==> src/rtl/timer32_pkg.sv <==
// Shared constants and FSM encoding for the TIMER32 counter engine.
package timer32_pkg;

  localparam int TIMER_WIDTH = 32;

  typedef enum logic {
    ST_STOP = 1'b0,
    ST_RUN  = 1'b1
  } timer_state_e;

endpackage

==> src/rtl/timer_prescaler.sv <==
// Prescale divider: emits a one-cycle tick every PRE+1 cycles while running.
module timer_prescaler
  import timer32_pkg::*;
#(
  parameter int WIDTH = TIMER_WIDTH
) (
  input  logic             PCLK,
  input  logic             PRESETn,
  input  logic             run,
  input  logic             restart,
  input  logic [WIDTH-1:0] pre,
  output logic             tick
);

  localparam logic [WIDTH-1:0] ONE = {{(WIDTH-1){1'b0}}, 1'b1};

  logic [WIDTH-1:0] pcnt;

  // A PRE rewritten below pcnt lets pcnt wrap through all-ones without ticking.
  assign tick = run && (pcnt == pre);

  always_ff @(posedge PCLK or negedge PRESETn) begin
    if (!PRESETn) begin
      pcnt <= '0;
    end else if (restart) begin
      pcnt <= '0;
    end else if (run) begin
      if (tick) begin
        pcnt <= '0;
      end else begin
        pcnt <= pcnt + ONE;
      end
    end
  end

endmodule

==> src/rtl/timer32_core.sv <==
// TIMER32 counter engine: run/stop FSM, auto-reloading compare counter and sticky TMROV flag.
module timer32_core
  import timer32_pkg::*;
#(
  parameter int WIDTH = TIMER_WIDTH
) (
  input  logic             PCLK,
  input  logic             PRESETn,
  input  logic [WIDTH-1:0] PRE,
  input  logic [WIDTH-1:0] TMRCMP,
  input  logic             TMREN,
  input  logic             TMROVCLR,
  output logic [WIDTH-1:0] TMR,
  output logic             TMROV
);

  localparam logic [WIDTH-1:0] ONE = {{(WIDTH-1){1'b0}}, 1'b1};

  timer_state_e state;
  timer_state_e state_next;
  logic         run;
  logic         restart;
  logic         tick;
  logic         match;

  // Prescaler only advances on RUN edges that keep running; the stopping edge freezes it.
  assign run     = (state == ST_RUN) && TMREN;
  assign restart = (state == ST_STOP);
  assign match   = tick && (TMR == TMRCMP);

  timer_prescaler #(
    .WIDTH(WIDTH)
  ) u_prescaler (
    .PCLK   (PCLK),
    .PRESETn(PRESETn),
    .run    (run),
    .restart(restart),
    .pre    (PRE),
    .tick   (tick)
  );

  always_ff @(posedge PCLK or negedge PRESETn) begin
    if (!PRESETn) begin
      state <= ST_STOP;
    end else begin
      state <= state_next;
    end
  end

  always_comb begin
    state_next = state;
    case (state)
      ST_STOP: if (TMREN) state_next = ST_RUN;
      ST_RUN:  if (!TMREN) state_next = ST_STOP;
      default: state_next = ST_STOP;
    endcase
  end

  // Entering RUN always restarts from 0, so a TMREN toggle acts as a restart.
  always_ff @(posedge PCLK or negedge PRESETn) begin
    if (!PRESETn) begin
      TMR <= '0;
    end else if ((state == ST_STOP) && TMREN) begin
      TMR <= '0;
    end else if (tick) begin
      if (match) begin
        TMR <= '0;
      end else begin
        TMR <= TMR + ONE;
      end
    end
  end

  always_ff @(posedge PCLK or negedge PRESETn) begin
    if (!PRESETn) begin
      TMROV <= 1'b0;
    end else if (TMROVCLR) begin
      TMROV <= 1'b0;
    end else if (match) begin
      TMROV <= 1'b1;
    end
  end

endmodule
==> config.mk <==
export PLATFORM = sky130hd
export DESIGN_NAME = timer32_core
export DESIGN_NICKNAME = d
export VERILOG_FILES = /design/src/rtl/timer32_pkg.sv /design/src/rtl/timer_prescaler.sv /design/src/rtl/timer32_core.sv
export SDC_FILE = /design/constraint.sdc
export NUM_CORES = 1
export LEC_CHECK = 0
export ABC_AREA = 1
export CAP_MARGIN = 25
export CORE_MARGIN = 2
export CORE_UTILIZATION = 58
export CTS_BUF_LIST = sky130_fd_sc_hd__clkbuf_16
export CTS_CLUSTER_SIZE = 28
export DETAILED_ROUTE_END_ITERATION = 6
export MAX_ROUTING_LAYER = met4
export PLACE_DENSITY = 0.95
export SYNTH_ARGS = -nofsm -noshare
export SYNTH_HDL_FRONTEND = slang
export SYNTH_SLANG_ARGS = --single-unit
export TNS_END_PERCENT = 5
==> constraint.sdc <==
create_clock -name PCLK -period 2.8 [get_ports PCLK]
set_input_delay 0.56 -clock PCLK [delete_from_list [all_inputs] [get_ports PCLK]]
set_output_delay 0.56 -clock PCLK [all_outputs]
set_load 0.01 [all_outputs]
==> impl_metrics.py, run 1 <==
metrics = {
    "setup_path": {
        "path_cells": "clkdlybuf4s50_1 > nand2_1 > nand2_1 > nand2_1 > nor2_1 > nand2_1 > nor2_2 > nand2_2 > nor2_8 > nand2_4 > o21ai_0",
        "required_ns": 3.05,
        "reg2reg_depth": 11,
        "path_max_fanout": 25,
        "worstSetupPathType": "primary input to flop",
        "r2r_setup_slack_ns": 0.66,
        "crit_slowest_cell": "clkdlybuf4s50_1",
        "critical_path_arrival_ns": 2.52,
        "crit_path_max_incr_delay_ns": 0.48,
        "r2r_start": "TMR[21]",
        "path_common_cell": "nand2_1",
        "worstSetupEndpointType": "flop",
        "regToRegEndpoint": "TMR[4]",
        "start_kind": "primary input",
    },
    "layout": {
        "drive_above_1_share_pct": 6.82,
        "diodes": 0,
        "nFillCells": 699,
        "final_common_cell": "nand2_1",
        "most-common-layout-cells": "255 x nand2_1, 101 x inv_1, 99 x clkdlybuf4s50_1",
        "fin_util_pct": 73.9,
        "seqCellArea_sq_um": 1650,
        "multi_input_area_sq_um": 3160,
        "areaGrowthSynthToFinish_pct": 25.6,
        "nNetsFinal": 974,
    },
    "logic_synthesis": {
        "ys_ff_latch": 66,
        "ys.warnings.count": 0,
        "ys_seq_area_share_pct": 30.9,
        "yosysUniqueCellTypes": 36,
        "synthFlopType": "dfrtp_1",
        "postSynthCellCount": 810,
        "synth_area_sq_um": 5340,
        "ys_async_sr_fraction_pct": 100,
        "synth_edf_count": 0,
        "synth.avg_cell_area_sq_um": 6.59,
        "synth.net_count": 880,
    },
    "sta": {
        "relSlewSlack_pct": 41.2,
        "setup_tns_ns": 0,
        "grt_setup_unrepaired": "no",
        "fmax_mhz": 440,
        "fin_crit_ns": 2.27,
        "hold_viol_final": 0,
        "fin_crit_sh_pct": 81.2,
        "holdWs_ns": 0.407,
        "tightest_slew_ns": 0.883,
        "slew_violations": 0,
        "clock_skew_ns": 0.00876,
        "finalSetupViolations": 0,
    },
    "routing": {
        "drtIter0Drc": 370,
        "drtAntennaViolNets": 0,
        "dr_total_vias": 5670,
        "drc": 0,
        "via_per_inst": 5.56,
        "routed_wl_microns": 15300,
        "wl_per_cell_microns": 15.0,
        "firstDrtPassIters": 5,
    },
    "cts": {
        "clockRootBuffer": "clkbuf_16",
        "htreeDepth": 3,
        "tritoncts": "yes",
        "clk_latency_ns": 0.34,
        "clkSinkCount": 66,
        "cts_setup_buffers": 0,
        "cts_resized": 0,
        "cts_made_buffers": 9,
        "clk_pin_slew_worst_paths_ns": 0.06,
        "cts_hold_buffers": 0,
        "cts_buffer_depth": 2,
    },
    "pwr": {
        "powerDensity_nw_per_um2": 363,
        "power_leakage_nw": 2.81,
        "peakVddDrop_mv": 0.253,
    },
    "floorplanning": {
        "core_area_sq_um": 9060,
        "io_pins": 101,
        "dieWidth_microns": 99.9,
        "design.die.area_sq_um": 9990,
        "start_util_pct": 58.9,
        "std_cell_rows": 35,
        "die_y_microns": 99.9,
    },
    "global_route": {
        "grt_antenna_before_repair": 0,
        "grt_pass1_wl_microns": 25600,
        "grt.overflow.total": 0,
        "grt_pass1_vias": 5580,
        "track_usage_pct": 32.9,
        "grt_max_degree": 67,
    },
    "placed_design": {
        "portBuffers": 100,
        "place_congestion": 1.02,
        "place_hpwl_microns": 11000,
    },
    "status": {
        "outcome": "completed",
    },
    "flow_run": {
        "cap_violations": 0,
    },
    "hold_path": {
        "hold_class": "primary input to asynchronous set/reset pin",
    },
}
-- stage by stage --
stage / total power [mW] / setup WS (ns) / area [sq um] / std cells
4_1_cts: 2.43 / 0.541 / 6700 / 1020
3_3_place_gp: 1.22 / 0.278 / 6380 / 1004
6_report: 2.43 / 0.526 / 6700 / 1020
2_1_floorplan: 1.07 / 1.12 / 5340 / 810
3_5_place_dp: 1.22 / 0.213 / 6380 / 1004
5_1_grt: 2.50 / 0.400 / 6700 / 1020
-- worst max path at each step --
stage	slack (ns)	cells after the start	from	to
final	0.53	11	PRE[4]	TMR[4]
after global routing	0.40	10	PRE[0]	TMR[4]
after CTS	0.54	11	PRE[4]	TMR[4]
after detailed placement	0.21	11	PRE[4]	TMR[4]
after global placement	0.28	11	PRE[21]	TMR[2]
after floorplan	1.12	7	TMREN	TMR[13]
-- registers in the layout, summed over array words and instances, names as in the netlist --
name              cells
u_prescaler.pcnt     32
TMR                  32
TMROV                 1
state                 1
-- layer usage --
layer  part of all wire [%]  global-route usage, %
met5                      0                      -
met4                    3.8                   15.4
met3                    8.0                   4.04
met2                     49                   55.2
met1                     39                   39.7
-- area by class of cell --
type	count	share of cell area (%)
multi-input cells	617	47.2
repair buffers	106	15.5
clock inverters	7	1.38
inverters	104	5.82
flip-flops and latches	66	24.6
clock buffers	9	3.36
well taps	111	2.07
-- synthesized netlist by cell type, types with 3 or more instances --
master,count,area share (%)
o21ai_2,21,3.4
clkbuf_1,8,0.56
dfrtp_1,66,31
xor2_1,34,5.6
nand2_2,3,0.35
o22ai_1,14,1.6
nor3_1,27,2.5
buf_6,4,0.84
nand2_1,255,18
nand3_1,77,7.2
nor2_1,80,5.6
o21ai_0,18,1.7
buf_2,9,0.84
inv_1,101,7.1
nor2_2,5,0.59
a21oi_1,4,0.38
nand4_1,17,2.0
xnor2_1,41,6.7
or2_2,3,0.35
nor3_2,3,0.56
-- worst max-delay path: cells and delay by family --
kind,cells,cell delay [ns]
AND/OR/NAND/NOR,9,1.21
buffers and inverters,1,0.48
AO/OA/AOI/OAI,1,0.25
-- report_power, final --
group / internal [mW] / total (mW) / switching (mW) / leakage (nW)
registers: 0.957 / 0.962 / 0.00464 / 0.919
clock network: 0.778 / 1.23 / 0.451 / 0.151
logic: 0.127 / 0.243 / 0.116 / 1.75
total: 1.86 / 2.43 / 0.571 / 2.81
-- cell families (layout without fill, tap and decap cells) --
group | count (synthesis) | count (layout) | synth area share, %
buf+inv | 127 | 226 | 9.80
flops | 66 | 66 | 30.9
simple gates | 480 | 480 | 39.0
compound gates | 60 | 60 | 7.50
xor+xnor | 75 | 75 | 12.3
fa+ha+maj | 2 | 2 | 0.469
Note: power is estimated with default switching activity, not from simulation.
==> run 2: changes to the inputs <==
- CORE_UTILIZATION: 58 -> 48
- PLACE_DENSITY: 0.95 -> 0.85
- clock period: 2.8 -> 1.9 ns (I/O delays scaled with it)
==> run 2 against run 1 <==
Against the previous run: clock skew hardly changed; non-clock buffer count is 56 higher; global-route usage is 5.3 points lower; power is 48% higher; via count is 3.8% higher; combinational power is 59% higher; sequential share of layout area is 2.0 points lower; first-iteration DRC count is 2.4% higher; register-to-register slack worse by 0.58 ns; largest power group unchanged.
==> impl_metrics.py, run 2 (synthesized netlist as in run 1, its figures left out) <==
metrics = {
    "routing": {
        "wl_per_cell_microns": 14.4,
        "drtIter0Drc": 379,
        "routed_wl_microns": 15900,
        "via_per_inst": 5.33,
        "drtAntennaViolNets": 0,
        "drc": 0,
        "firstDrtPassIters": 6,
        "dr_total_vias": 5886,
    },
    "floorplanning": {
        "design.die.area_sq_um": 12000,
        "die_y_microns": 109,
        "std_cell_rows": 38,
        "io_pins": 101,
        "core_area_sq_um": 10800,
        "dieWidth_microns": 109,
        "start_util_pct": 49.2,
    },
    "setup_path": {
        "worstSetupPathType": "flop to output pin",
        "required_ns": 1.52,
        "critical_path_arrival_ns": 1.47,
        "worstSetupEndpointType": "output pin",
        "start_kind": "flop",
        "path_max_fanout": 4,
    },
    "hold_path": {
        "hold_class": "primary input to asynchronous set/reset pin",
    },
    "sta": {
        "fmax_mhz": 539,
        "clock_skew_ns": 0.00841,
        "grt_setup_unrepaired": "yes",
        "hold_viol_final": 0,
        "setup_ws_ns": 0.0461,
        "setup_tns_ns": 0,
        "fin_crit_ns": 1.85,
        "finalSetupViolations": 0,
        "slew_violations": 0,
        "tightest_slew_ns": 0.528,
        "fin_crit_sh_pct": 97.6,
        "relSlewSlack_pct": 64.5,
    },
    "layout": {
        "reg_top3": "TMR: 32 flops, u_prescaler.pcnt: 32 flops",
        "seqCellArea_sq_um": 1660,
        "most-common-layout-cells": "253 x nand2_1, 99 x inv_1, 98 x clkdlybuf4s50_1",
        "fin_util_pct": 67.5,
        "multi_input_area_sq_um": 3250,
        "drive_above_1_share_pct": 15.1,
        "diodes": 0,
        "areaGrowthSynthToFinish_pct": 37.2,
        "nFillCells": 871,
        "nNetsFinal": 1030,
        "final_common_cell": "nand2_1",
    },
    "cts": {
        "tritoncts": "yes",
        "cts_setup_buffers": 0,
        "htreeDepth": 3,
        "cts_made_buffers": 9,
        "cts_buffer_depth": 2,
        "clk_latency_ns": 0.34,
        "clkSinkCount": 66,
        "clockRootBuffer": "clkbuf_16",
        "clk_pin_slew_worst_paths_ns": 0.06,
    },
    "flow_run": {
        "cap_violations": 0,
    },
    "pwr": {
        "switching_share_pct": 23.3,
        "powerDensity_nw_per_um2": 492,
        "switchingPower_mw": 0.840,
        "clkPwrFrac_pct": 50.0,
        "intPower_mw": 2.76,
        "peakVddDrop_mv": 0.338,
        "power_leakage_nw": 3.18,
        "sequentialPowerShare_pct": 39.3,
        "total_power_mw": 3.60,
        "power_frac_comb_pct": 10.7,
    },
    "global_route": {
        "grt.overflow.total": 0,
        "grt_antenna_before_repair": 0,
        "grt_pass1_wl_microns": 25200,
        "track_usage_pct": 27.6,
        "grt_max_degree": 67,
        "grt_pass1_vias": 5504,
    },
    "placed_design": {
        "portBuffers": 100,
        "place_congestion": 0.987,
        "post-place-ws_ns": -0.361,
        "place_hpwl_microns": 11600,
    },
    "status": {
        "outcome": "completed",
    },
}
run 2: cell types whose count changed in the layout (fill, tap and decap cells not counted), sizes merged:
cell and change:
buf +56, clkinvlp +1, inv -1, dlymetal6s2s +1, clkdlybuf4s50 -1
run 2: final cells by class:
| type | instances | area share [%] |
|---|---|---|
| repair buffers | 162 | 20.8 |
| flip-flops and latches | 66 | 22.7 |
| clock inverters | 7 | 1.28 |
| clock buffers | 9 | 3.08 |
| well taps | 140 | 2.39 |
| inverters | 104 | 5.33 |
| multi-input cells | 617 | 44.5 |
run 2: path summary, 6_finish.rpt:
path	startpoint	end	slack, ns	depth (start not counted)
min	PRESETn	u_prescaler.pcnt[8]	0.07	2
min in group PCLK	TMROV	TMROV	0.53	2
max reg2reg	TMR[8]	TMR[24]	0.08	6
max in group asynchronous	PRESETn	TMR[17]	1.51	2
max	TMR[12]	TMR[12]	0.05	2
min reg2reg	TMROV	TMROV	0.53	2
run 2: routing by layer:
metal / GRT usage [%] / vias to the layer above / wire (microns)
li1: - / 2854 / -
met5: - / - / 0
met1: 33.4 / 2672 / 6140
met3: 5.10 / 48 / 1440
met2: 45.1 / 312 / 7860
met4: 11.8 / 0 / 482
run 2: per-stage QoR:
step / hold slack [ns] / cells / area (sq um)
5_1_grt: 0.0940 / 1105 / 7320
2_1_floorplan: 0.0844 / 810 / 5340
3_5_place_dp: 0.430 / 1089 / 6890
6_report: 0.0660 / 1105 / 7320
4_1_cts: 0.0808 / 1105 / 7220
3_3_place_gp: 0.433 / 1089 / 6890
run 2: what timing repair did:
action,in CTS,in global routing
hold buffers,0,0
pin swaps,0,6
endpoints found under the setup margin,4,64
endpoints found under the hold margin,0,0
gates resized for setup,1,38
run 2: power by group through the flow:
stage	sequential, mW	clock, mW	combinational, mW
2_1_floorplan	1.44	0	0.138
3_3_place_gp	1.44	0	0.373
3_5_place_dp	1.44	0	0.379
4_1_cts	1.42	1.80	0.382
5_1_grt	1.42	1.89	0.421
6_report	1.42	1.80	0.386
run 2: worst max-delay path, stage by stage, from the launching register on:
cell	delay, ns
dfrtp_1	0.43
buf_4	0.17
clkdlybuf4s50_1	0.54
